--- src/rtl/ahb_boot_master_if.sv ---
// AHB-Lite bus bundle between the boot master and the CPU subsystem slave port.
// Signal names match the master-side M_* port names.
interface ahb_boot_master_if;
  logic [31:0] M_HADDR;
  logic [1:0]  M_HTRANS;
  logic        M_HWRITE;
  logic [2:0]  M_HSIZE;
  logic [2:0]  M_HBURST;
  logic [31:0] M_HWDATA;
  logic        M_HREADY;
  logic [31:0] M_HRDATA;
  logic        M_HRESP;

  modport master (
    output M_HADDR, M_HTRANS, M_HWRITE, M_HSIZE, M_HBURST, M_HWDATA,
    input  M_HREADY, M_HRDATA, M_HRESP
  );

  modport slave (
    input  M_HADDR, M_HTRANS, M_HWRITE, M_HSIZE, M_HBURST, M_HWDATA,
    output M_HREADY, M_HRDATA, M_HRESP
  );
endinterface

--- src/rtl/ahb_boot_master.sv ---
// AHB-Lite boot sequencer: streams the ROM image into IM/DM, runs the CPU,
// polls for completion, stops it and fetches the result word.
module ahb_boot_master #(
  parameter logic [31:0] IM_BASE     = 32'h4000_0000,
  parameter int          IM_WORDS    = 40,
  parameter logic [31:0] DM_BASE     = 32'h4000_2000,
  parameter int          DM_WORDS    = 2048,
  parameter logic [31:0] CTRL_ADDR   = 32'h4000_8004,
  parameter logic [31:0] POLL_ADDR   = 32'h4000_4018,
  parameter logic [31:0] DONE_MAGIC  = 32'd1234,
  parameter logic [31:0] RESULT_ADDR = 32'h4000_3FFC,
  parameter logic [15:0] POLL_MAX    = 16'd65535,
  parameter int          ROM_AW      = 12
) (
  input  logic              HCLK,
  input  logic              HRESETn,
  input  logic              start,
  output logic              busy,
  output logic              done,
  output logic              error,
  output logic [1:0]        err_code,
  output logic [31:0]       result,
  output logic              rom_en,
  output logic [ROM_AW-1:0] rom_addr,
  input  logic [31:0]       rom_rdata,
  ahb_boot_master_if.master m
);

  typedef enum logic [3:0] {
    S_IDLE, S_LOAD_IM, S_LOAD_DM, S_RUN, S_POLL, S_STOP, S_READ_RES, S_DONE, S_ERR
  } state_t;

  // Tags an address phase so its data phase knows where HWDATA comes from
  // and what to do with HRDATA.
  typedef enum logic [1:0] {K_LOAD, K_CTRL, K_POLL, K_RES} kind_t;

  localparam logic [ROM_AW-1:0] IM_LAST  = ROM_AW'(IM_WORDS - 1);
  localparam logic [ROM_AW-1:0] ALL_LAST = ROM_AW'(IM_WORDS + DM_WORDS - 1);
  localparam logic [1:0]        TR_IDLE  = 2'b00;
  localparam logic [1:0]        TR_NSEQ  = 2'b10;

  state_t            r_state, w_state_n;
  logic              r_av, w_av_n;
  logic [31:0]       r_haddr, w_haddr_n;
  logic              r_hwrite, w_hwrite_n;
  kind_t             r_akind, w_akind_n;
  logic              r_awval, w_awval_n;
  logic              r_dv, w_dv_n;
  kind_t             r_dkind, w_dkind_n;
  logic              r_dwrite, w_dwrite_n;
  logic              r_dwval, w_dwval_n;
  logic [ROM_AW-1:0] r_idx, w_idx_n;
  logic [15:0]       r_pcnt, w_pcnt_n;
  logic              r_busy, w_busy_n;
  logic              r_done, w_done_n;
  logic              r_error, w_error_n;
  logic [1:0]        r_ecode, w_ecode_n;
  logic [31:0]       r_result, w_result_n;

  logic        w_acc, w_dfin, w_start_ok;
  logic [15:0] w_pinc;

  assign w_acc      = r_av & m.M_HREADY;
  assign w_dfin     = r_dv & m.M_HREADY;
  assign w_start_ok = start & ((r_state == S_IDLE) | (r_state == S_DONE) | (r_state == S_ERR));
  assign w_pinc     = r_pcnt + 16'd1;

  always_comb begin
    w_state_n  = r_state;
    w_av_n     = r_av;
    w_haddr_n  = r_haddr;
    w_hwrite_n = r_hwrite;
    w_akind_n  = r_akind;
    w_awval_n  = r_awval;
    w_dv_n     = r_dv;
    w_dkind_n  = r_dkind;
    w_dwrite_n = r_dwrite;
    w_dwval_n  = r_dwval;
    w_idx_n    = r_idx;
    w_pcnt_n   = r_pcnt;
    w_busy_n   = r_busy;
    w_done_n   = r_done;
    w_error_n  = r_error;
    w_ecode_n  = r_ecode;
    w_result_n = r_result;

    // Address phase moves into the data phase on every ready edge.
    if (m.M_HREADY) begin
      w_dv_n     = r_av;
      w_dkind_n  = r_akind;
      w_dwrite_n = r_hwrite;
      w_dwval_n  = r_awval;
    end

    case (r_state)
      S_IDLE, S_DONE, S_ERR: begin
        if (w_start_ok) begin
          w_state_n  = S_LOAD_IM;
          w_busy_n   = 1'b1;
          w_done_n   = 1'b0;
          w_error_n  = 1'b0;
          w_ecode_n  = 2'b00;
          w_pcnt_n   = '0;
          w_idx_n    = '0;
          w_av_n     = 1'b1;
          w_haddr_n  = IM_BASE;
          w_hwrite_n = 1'b1;
          w_akind_n  = K_LOAD;
        end
      end
      S_LOAD_IM: begin
        if (w_acc) begin
          w_idx_n = r_idx + ROM_AW'(1);
          if (r_idx == IM_LAST) begin
            w_state_n = S_LOAD_DM;
            w_haddr_n = DM_BASE;
          end else begin
            w_haddr_n = r_haddr + 32'd4;
          end
        end
      end
      S_LOAD_DM: begin
        if (w_acc) begin
          if (r_idx == ALL_LAST) begin
            w_state_n = S_RUN;
            w_haddr_n = CTRL_ADDR;
            w_akind_n = K_CTRL;
            w_awval_n = 1'b1;
          end else begin
            w_idx_n   = r_idx + ROM_AW'(1);
            w_haddr_n = r_haddr + 32'd4;
          end
        end
      end
      S_RUN: begin
        if (w_acc) begin
          w_av_n    = 1'b0;
          w_state_n = S_POLL;
        end
      end
      S_POLL: begin
        // One read in flight at most; a new one only once the bus is empty.
        if (!r_av && !r_dv) begin
          w_av_n     = 1'b1;
          w_haddr_n  = POLL_ADDR;
          w_hwrite_n = 1'b0;
          w_akind_n  = K_POLL;
        end else if (w_acc) begin
          w_av_n = 1'b0;
        end
        if (w_dfin && r_dkind == K_POLL) begin
          w_pcnt_n = w_pinc;
          if (m.M_HRDATA == DONE_MAGIC) begin
            w_state_n  = S_STOP;
            w_av_n     = 1'b1;
            w_haddr_n  = CTRL_ADDR;
            w_hwrite_n = 1'b1;
            w_akind_n  = K_CTRL;
            w_awval_n  = 1'b0;
          end else if (w_pinc >= POLL_MAX) begin
            w_state_n = S_ERR;
            w_busy_n  = 1'b0;
            w_error_n = 1'b1;
            w_ecode_n = 2'b10;
          end
        end
      end
      S_STOP: begin
        if (w_acc) begin
          w_state_n  = S_READ_RES;
          w_haddr_n  = RESULT_ADDR;
          w_hwrite_n = 1'b0;
          w_akind_n  = K_RES;
        end
      end
      S_READ_RES: begin
        if (w_acc) w_av_n = 1'b0;
        if (w_dfin && r_dkind == K_RES) begin
          w_result_n = m.M_HRDATA;
          w_state_n  = S_DONE;
          w_busy_n   = 1'b0;
          w_done_n   = 1'b1;
        end
      end
      default: w_state_n = S_IDLE;
    endcase

    // An error response aborts everything, including a pipelined address phase.
    if (r_dv && m.M_HRESP) begin
      w_state_n = S_ERR;
      w_av_n    = 1'b0;
      w_dv_n    = 1'b0;
      w_busy_n  = 1'b0;
      w_done_n  = 1'b0;
      w_error_n = 1'b1;
      w_ecode_n = 2'b01;
    end
  end

  always_ff @(posedge HCLK or negedge HRESETn) begin
    if (!HRESETn) r_state <= S_IDLE;
    else          r_state <= w_state_n;
  end

  always_ff @(posedge HCLK or negedge HRESETn) begin
    if (!HRESETn) begin
      r_av     <= 1'b0;
      r_haddr  <= '0;
      r_hwrite <= 1'b0;
      r_akind  <= K_LOAD;
      r_awval  <= 1'b0;
      r_dv     <= 1'b0;
      r_dkind  <= K_LOAD;
      r_dwrite <= 1'b0;
      r_dwval  <= 1'b0;
      r_idx    <= '0;
      r_pcnt   <= '0;
      r_busy   <= 1'b0;
      r_done   <= 1'b0;
      r_error  <= 1'b0;
      r_ecode  <= 2'b00;
      r_result <= '0;
    end else begin
      r_av     <= w_av_n;
      r_haddr  <= w_haddr_n;
      r_hwrite <= w_hwrite_n;
      r_akind  <= w_akind_n;
      r_awval  <= w_awval_n;
      r_dv     <= w_dv_n;
      r_dkind  <= w_dkind_n;
      r_dwrite <= w_dwrite_n;
      r_dwval  <= w_dwval_n;
      r_idx    <= w_idx_n;
      r_pcnt   <= w_pcnt_n;
      r_busy   <= w_busy_n;
      r_done   <= w_done_n;
      r_error  <= w_error_n;
      r_ecode  <= w_ecode_n;
      r_result <= w_result_n;
    end
  end

  // ROM read fires only when the load address phase is accepted, so rom_rdata
  // stays put for the whole (possibly stalled) data phase that forwards it.
  assign rom_en   = r_av & (r_akind == K_LOAD) & m.M_HREADY;
  assign rom_addr = r_idx;

  assign m.M_HADDR  = r_haddr;
  assign m.M_HTRANS = r_av ? TR_NSEQ : TR_IDLE;
  assign m.M_HWRITE = r_hwrite;
  assign m.M_HSIZE  = 3'b010;
  assign m.M_HBURST = 3'b000;
  assign m.M_HWDATA = !(r_dv && r_dwrite) ? 32'h0 :
                      (r_dkind == K_LOAD) ? rom_rdata : {31'h0, r_dwval};

  assign busy     = r_busy;
  assign done     = r_done;
  assign error    = r_error;
  assign err_code = r_ecode;
  assign result   = r_result;

endmodule
--- src/flat_wrapper.sv ---
// flat-port wrapper written by rule: the top's interface ports become plain ports
module ahb_boot_master_flat 
#(
  parameter logic [31:0] IM_BASE     = 32'h4000_0000,
  parameter int          IM_WORDS    = 40,
  parameter logic [31:0] DM_BASE     = 32'h4000_2000,
  parameter int          DM_WORDS    = 2048,
  parameter logic [31:0] CTRL_ADDR   = 32'h4000_8004,
  parameter logic [31:0] POLL_ADDR   = 32'h4000_4018,
  parameter logic [31:0] DONE_MAGIC  = 32'd1234,
  parameter logic [31:0] RESULT_ADDR = 32'h4000_3FFC,
  parameter logic [15:0] POLL_MAX    = 16'd65535,
  parameter int          ROM_AW      = 12
)
  (HCLK, HRESETn, start, busy, done, error, err_code, result, rom_en, rom_addr, rom_rdata, m_M_HADDR, m_M_HTRANS, m_M_HWRITE, m_M_HSIZE, m_M_HBURST, m_M_HWDATA, m_M_HREADY, m_M_HRDATA, m_M_HRESP);
  ahb_boot_master_if m_i ();
  input  logic HCLK;
  input  logic HRESETn;
  input  logic start;
  output logic busy;
  output logic done;
  output logic error;
  output logic [1:0] err_code;
  output logic [31:0] result;
  output logic rom_en;
  output logic [ROM_AW-1:0] rom_addr;
  input  logic [31:0] rom_rdata;
  output wire logic [$bits(m_i.M_HADDR)-1:0] m_M_HADDR;
  output wire logic [$bits(m_i.M_HTRANS)-1:0] m_M_HTRANS;
  output wire logic [$bits(m_i.M_HWRITE)-1:0] m_M_HWRITE;
  output wire logic [$bits(m_i.M_HSIZE)-1:0] m_M_HSIZE;
  output wire logic [$bits(m_i.M_HBURST)-1:0] m_M_HBURST;
  output wire logic [$bits(m_i.M_HWDATA)-1:0] m_M_HWDATA;
  input wire logic [$bits(m_i.M_HREADY)-1:0] m_M_HREADY;
  input wire logic [$bits(m_i.M_HRDATA)-1:0] m_M_HRDATA;
  input wire logic [$bits(m_i.M_HRESP)-1:0] m_M_HRESP;
  assign m_M_HADDR = m_i.M_HADDR;
  assign m_M_HTRANS = m_i.M_HTRANS;
  assign m_M_HWRITE = m_i.M_HWRITE;
  assign m_M_HSIZE = m_i.M_HSIZE;
  assign m_M_HBURST = m_i.M_HBURST;
  assign m_M_HWDATA = m_i.M_HWDATA;
  assign m_i.M_HREADY = m_M_HREADY;
  assign m_i.M_HRDATA = m_M_HRDATA;
  assign m_i.M_HRESP = m_M_HRESP;
  ahb_boot_master #(.IM_BASE(IM_BASE), .IM_WORDS(IM_WORDS), .DM_BASE(DM_BASE), .DM_WORDS(DM_WORDS), .CTRL_ADDR(CTRL_ADDR), .POLL_ADDR(POLL_ADDR), .DONE_MAGIC(DONE_MAGIC), .RESULT_ADDR(RESULT_ADDR), .POLL_MAX(POLL_MAX), .ROM_AW(ROM_AW)) u_core (.HCLK(HCLK), .HRESETn(HRESETn), .start(start), .busy(busy), .done(done), .error(error), .err_code(err_code), .result(result), .rom_en(rom_en), .rom_addr(rom_addr), .rom_rdata(rom_rdata), .m(m_i));
endmodule
--- config.mk ---
export PLATFORM = sky130hd
export DESIGN_NAME = ahb_boot_master_flat
export DESIGN_NICKNAME = d
export VERILOG_FILES = /design/src/rtl/ahb_boot_master_if.sv /design/src/rtl/ahb_boot_master.sv /design/src/flat_wrapper.sv
export SDC_FILE = /design/constraint.sdc
export NUM_CORES = 1
export LEC_CHECK = 0
export ABC_CLOCK_PERIOD_IN_PS = 3600
export CORE_MARGIN = 2
export CORE_UTILIZATION = 35
export CTS_CLUSTER_DIAMETER = 50
export CTS_CLUSTER_SIZE = 30
export DETAILED_ROUTE_END_ITERATION = 8
export GPL_TIMING_DRIVEN = 0
export PLACE_DENSITY = 0.64
export SYNTH_ARGS = -nofsm -noshare
export SYNTH_HDL_FRONTEND = slang
export SYNTH_SLANG_ARGS = --single-unit
--- constraint.sdc ---
create_clock -name HCLK -period 3.6 [get_ports HCLK]
set_input_delay 0.54 -clock HCLK [delete_from_list [all_inputs] [get_ports HCLK]]
set_output_delay 0.54 -clock HCLK [all_outputs]
set_load 0.03 [all_outputs]
# ---- Yosys cells after proc, flatten, opt, wreduce, memory -nomap -nowiden
# Index checks and enable logic that the tools add are counted.
dict set report classes {
  n_mux 81
  add_sub_neg 3
  n_reduce_logical 35
  eq_ne 33
  n_bitwise 7
  magnitude_cmp 1
}
# cell n
set op_table {}
lappend op_table {{two-way mux 32 bit} 11}
lappend op_table {{one-hot mux 32 bit (5 select lines)} 1}
lappend op_table {{two-way mux 12 bit} 4}
lappend op_table {{two-way mux 4 bit} 12}
lappend op_table {{one-hot mux 12 bit (3 select lines)} 1}
lappend op_table {{adder 32 x 3 -> 32 bit (second input constant)} 1}
lappend op_table {{equality test 32 x 11 -> 1 bit (second input constant)} 1}
lappend op_table {{two-way mux 16 bit} 2}
lappend op_table {{one-hot mux 16 bit (2 select lines)} 1}
lappend op_table {{!= test 3 x 1 -> 1 bit (second input constant)} 10}
lappend op_table {{two-way mux 1 bit} 28}
lappend op_table {{one-hot mux 4 bit (7 select lines)} 1}
lappend op_table {{AND reduction 5 bit} 5}
lappend op_table {{two-way mux 2 bit} 12}
lappend op_table {{adder 16 x 1 -> 16 bit (second input constant)} 1}
lappend op_table {{equality test 4 x 3 -> 1 bit (second input constant)} 4}
lappend op_table {{greater-or-equal comparator 16 bit (second input constant)} 1}
lappend op_table {{!= test 2 x 1 -> 1 bit (second input constant)} 7}
lappend op_table {{adder 12 x 1 -> 12 bit (second input constant)} 1}
lappend op_table {{equality test 12 bit (second input constant)} 1}
lappend op_table {{equality test 12 x 6 -> 1 bit (second input constant)} 1}
lappend op_table {{nonzero test 3 bit} 4}
lappend op_table {{nonzero test 4 bit} 3}
lappend op_table {{AND reduction 10 bit} 1}
lappend op_table {{other kinds (24)} 46}
dict set report totals {
  word_cells 177
  output_inout_bits 123
  inputBits 69
  ff_bits 111
}

# ---- Logic depth before layout (Yosys ltp)
# Gate-level depths: netlist of run 1.
dict set report depth {
  depth_word 7
  mapped_depth 10
  mapped_depth_nobuf 9
}

# ---- Worst setup path after synthesis of run 1
# No wires, ideal clock.
dict set report synth_path {
  path_kind {reg2reg}
  from {register u_core.r_idx[4], in the netlist u_core.rom_addr[4]}
  to {register u_core.r_state[2]}
  slack_ps 683
  required_ps 3533
  setup_ps 67
  path_buffers 2
  stages_incl_launch_ff 10
  period_less_slack_ps 2917
  arrival_ps 2851
  path_cell_list {dfrtp_1 > or4b_4 > or4_4 > buf_6 > o2bb2ai_2 > o31a_1 > buf_6 > o311a_1 > nor3_2 > a221o_1}
}
dict set report synth_between {
  elab_chain_len 3
  word_cells_on_any_way 5
  cone_classes {eq/ne (4); reduce/logical (1)}
}
# item line
set synth_rtl {}
lappend synth_rtl {{from (decl)} ahb_boot_master.sv:52} ;# logic [ROM_AW-1:0] r_idx, w_idx_n;
lappend synth_rtl {{from (signal assigned)} ahb_boot_master.sv:233} ;# r_idx <= w_idx_n;
lappend synth_rtl {{equality test 12 bit / equality test 12 x 6 -> 1 bit (equally long branches)} {ahb_boot_master.sv:124, ahb_boot_master.sv:114}}
lappend synth_rtl {{!= test 3 x 1 -> 1 bit (no source line)} --}
lappend synth_rtl {{AND reduction 10 bit (no source line) *} --}
lappend synth_rtl {{to (signal assigned)} ahb_boot_master.sv:202} ;# else r_state <= w_state_n;
lappend synth_rtl {{to (decl)} ahb_boot_master.sv:42} ;# state_t r_state, w_state_n;
# Every way passes the cells marked *; elsewhere a longest branch is shown, timed or not.
# A chain may end at the register's enable or synchronous reset.

# ---- Worst setup path after layout of run 1
dict set report layout_path {
  from {register u_core.r_idx[4], in the netlist u_core.rom_addr[4]}
  to {register u_core.r_haddr[4], in the netlist u_core.m.M_HADDR[4]}
}
dict set report layout_between {
  elab_chain_len 4
  word_cells_on_any_way 7
  cone_classes {eq/ne (2); mux (5)}
}
# item line
set layout_rtl {}
lappend layout_rtl {{equality test 12 bit / equality test 12 x 6 -> 1 bit (equally long branches)} {ahb_boot_master.sv:124, ahb_boot_master.sv:114}}
lappend layout_rtl {{two-way mux 32 bit, on equally long branches} {ahb_boot_master.sv:124, ahb_boot_master.sv:114}}
lappend layout_rtl {{two-way mux 32 bit, on equally long branches} {ahb_boot_master.sv:123, ahb_boot_master.sv:112}}
lappend layout_rtl {{one-hot mux 32 bit (5 select lines) *} ahb_boot_master.sv:95} ;# case (r_state)
lappend layout_rtl {{to (signal assigned)} ahb_boot_master.sv:225} ;# r_haddr <= w_haddr_n;
lappend layout_rtl {{to (decl)} ahb_boot_master.sv:44} ;# logic [31:0] r_haddr, w_haddr_n;
# Every way passes the cells marked *; elsewhere a longest branch is shown, timed or not. The select of a mux whose other input is x is not followed.

==> results.md, run 1 <==
- Outcome: complete, no violations
- First-pass DRT Iterations: 5
- DRC: 0
- TritonCTS clock tree: built
- Final hold violations: 0
- Clock transition at path regs: 0.08 ns
- Fillcell total: 1792
- Root buf cell: clkbuf_16
- Die W: 141 µm
- Final period util: 90.4%
- Gp weighted congestion: 0.864
- Largest net degree at the start of global routing: 58
- Nets@finish: 1019
- Critical path startpoint category: flip-flop
- Inst Count DP: 1169
- Cell Area, Synth: 0.00656 mm²
- Vias/cell: 5.45
- Mean Syn Cell Area: 8.79 µm²
- Max Clk Rate: 0.307 GHz
- Num CTS Buffers: 9
- Sequential fraction of the synthesis area: 42.3%
- Routed WL per cell: 16.4 µm
- Routed WL: 19.5 mm
- Num Clock Sinks: 111
- Slew @ Worst Pin: 1.25 ns
- Final clock skew: 0.0149 ns
- GRT Residual Overflow: 0
- CP endpoint kind: flip-flop
- Global-route wire length before repair: 31.4 mm
- Crit path DAT: 3.46 ns
- LEAKAGE: 3.63 nW
- WS Path Type: reg -> reg
- P&R area growth vs syn: 38.2%
- CTS H-tree lvls: 3
- Synth Warn #: 0
- Tightest hold margin: 0.119 ns
- Port buffer count: 183
- Initial Utilization: 35.4%
- Post-synthesis cell count: 746
- Final Critical Period: 3.25 ns
- VDD IR max: 297 µV
- HPWL Detailed: 14.2 mm
- Max FO, Critical Path: 10
- Placed standard-cell area: 0.00873 mm²
- Clk_lat worst skew: 0.36 ns
- Slew Limit Headroom: 15.9%
- FF/Latch Area: 0.00278 mm²
- Die area: 0.0199 mm²
- Post-CTS Setup Inserts: 0
- Switching share of power: 44.0%
- Clock share of power: 20.2%
- Max Slew Vio Count: 0
- Yosys reg bits: 111
- Initial antenna violation count: 0
- Post-Layout Inst Area: 0.00907 mm²
- Fin cells: 1185
- Setup TNS: 0 ns
- Cell internal pwr: 0.00311 W
- Synth Flop Type: dfrtp_1
- Boundary Pins: 192
- FP Rows: 50
- Hold Path Class: in -> async
- Vias: 6454
- P_sw: 0.00244 W
- Ys async rst share: 100%
- Routed Antenna Nets: 0
- GRT Resource Usage Total: 19.4%
- Critical Path RT: 3.81 ns
- Flop pwr share: 29.1%
- Post-synth EDFFs: 0
- Antenna cells: 0
- Maxcap violations: 0
- Combinational share of power: 50.6%
- Fin worst setup slack: 0.346 ns
- Clock buffer depth: 2
- Place WS: -0.249 ns
- Final setup violation count: 0
- Layout cell share with drive strength beyond 1: 7.78%
- Multi-input logic area: 0.00351 mm²
- Total power per unit cell area: 612 mW/mm²
- DR iter-0 viols: 488
- Vias in the first global route: 5971
- Die Ht: 141 µm
- RSZ-0062 raised after global routing: false
- Core ar.: 0.0185 mm²
- Distinct cells, synth: 62
-- state kept, by name, summed over array words and instances (netlist names) --
name and cells:
u_core.err_code 2, u_core.r_av 1, u_core.rom_addr 12, u_core.done 1, u_core.r_akind 2, u_core.r_state 4, u_core.r_awval 1, u_core.m.M_HADDR 32
u_core.error 1, u_core.r_dwval 1, u_core.r_dv 1, u_core.result 32, u_core.m.M_HWRITE 1, u_core.r_dkind 2, u_core.r_pcnt 16, u_core.busy 1
u_core.r_dwrite 1
-- layer usage --
metal	global-route usage, %	vias up	part of all wire (%)	routed length (µm)
met5	0	-	0	0
met4	6.89	0	2.0	390
met3	4.08	29	8.0	1550
met2	28.9	272	43	8390
met1	28.0	3030	47	9120
li1	-	3123	-	-
-- power groups by stage --
stage / Clock (W) / Sequential, W / Combinational [W]
after floorplan: 0 / 0.00184 / 0.00156
after detailed placement: 0 / 0.00164 / 0.00278
final: 0.00112 / 0.00162 / 0.00281
after CTS: 0.00115 / 0.00162 / 0.00279
after global routing: 0.00120 / 0.00165 / 0.00304
after global placement: 0 / 0.00164 / 0.00277
-- logic make-up after synthesis --
logic type / Yosys count / synth area share, %
AO/OA/AOI/OAI: 232 / 21.8
XOR/XNOR: 7 / 0.935
adder cells (fa/ha/maj): 4 / 0.763
buffers and inverters: 66 / 4.46
flip-flops: 111 / 42.3
multiplexers: 39 / 6.64
other: 2 / 0.114
AND/OR/NAND/NOR: 285 / 23.0
-- worst paths after layout --
path	startpoint	end	slack [ns]	depth (start not counted)
max reg2reg	u_core.rom_addr[4]	u_core.m.M_HADDR[4]	0.35	8
max	u_core.rom_addr[4]	u_core.m.M_HADDR[4]	0.35	8
min reg2reg	u_core.m.M_HADDR[31]	u_core.m.M_HADDR[31]	0.48	1
max in group asynchronous	HRESETn	u_core.result[1]	2.80	2
min in group HCLK	u_core.m.M_HADDR[31]	u_core.m.M_HADDR[31]	0.48	1
min	HRESETn	u_core.m.M_HADDR[17]	0.12	1
-- repair_timing --
action                                  in CTS  in global routing
hold buffers                                 0                  0
endpoints found under the setup margin       0                  7
resized for setup                            0                  1
-- worst max-delay path, cell delays in order, from the launching register on --
cell and delay (ns):
dfrtp_1 0.46, or4b_4 0.58, or4_4 0.52, buf_6 0.15, a2bb2oi_2 0.47, clkbuf_1 0.50
o21ai_0 0.16, a21oi_1 0.16, o22ai_1 0.09
-- through the flow --
stage / total power, W / utilization, %
finish: 0.00555 / 49.0
global route: 0.00589 / 49.0
CTS: 0.00556 / 48.9
detailed placement: 0.00442 / 47.2
global placement: 0.00440 / 47.0
floorplan: 0.00340 / -
-- cell usage after synthesis, drive strengths merged (4+ instances only) --
library cell / n / area share, %
a21oi: 53 / 4.0
a21o: 5 / 0.57
o21a: 6 / 0.69
a31oi: 11 / 1.0
dfrtp: 111 / 42
and3: 17 / 1.6
nor4: 9 / 1.1
or3: 6 / 0.57
ha: 4 / 0.76
o31ai: 20 / 2.3
inv: 13 / 0.74
o22ai: 8 / 0.76
xnor2: 6 / 0.80
a311oi: 4 / 0.53
o21ai: 86 / 6.6
nand3: 29 / 2.2
nand2b: 10 / 0.95
o31a: 5 / 0.67
nor3: 18 / 1.4
mux2: 36 / 6.2
nand4: 19 / 1.8
nand2: 58 / 3.3
nor2: 55 / 3.1
nor2b: 6 / 0.57
or2: 4 / 0.38
clkbuf: 40 / 2.3
a22o: 7 / 0.93
buf: 13 / 1.4
and2: 38 / 3.6
-- placed cells by master (no fill, tap or decap), drive strengths merged, types with 17 or more instances in the layout --
master	instances
mux2	36
o31ai	20
clkdlybuf4s50	182
dfrtp	111
nand4	19
clkbuf	50
and2	38
nor3	18
o21ai	86
and3	17
nor2	55
nand2	58
a21oi	53
nand3	29
-- cell type report --
class	instances	area share, %
plain buffers	53	2.69
clock inverters	6	1.10
well taps	234	3.23
repair buffers	184	20.5
inverters	13	0.538
clock buffers	10	2.53
flip-flops and latches	111	30.6
multi-input cells	574	38.8
Note: power is estimated with default switching activity, not from simulation.
==> inputs of run 2 (changes only) <==
SKIP_CTS_REPAIR_TIMING = 1   (was not set)
==> results of run 2 <==
The final DEF is identical to that of run 1; final timing and power are the same.
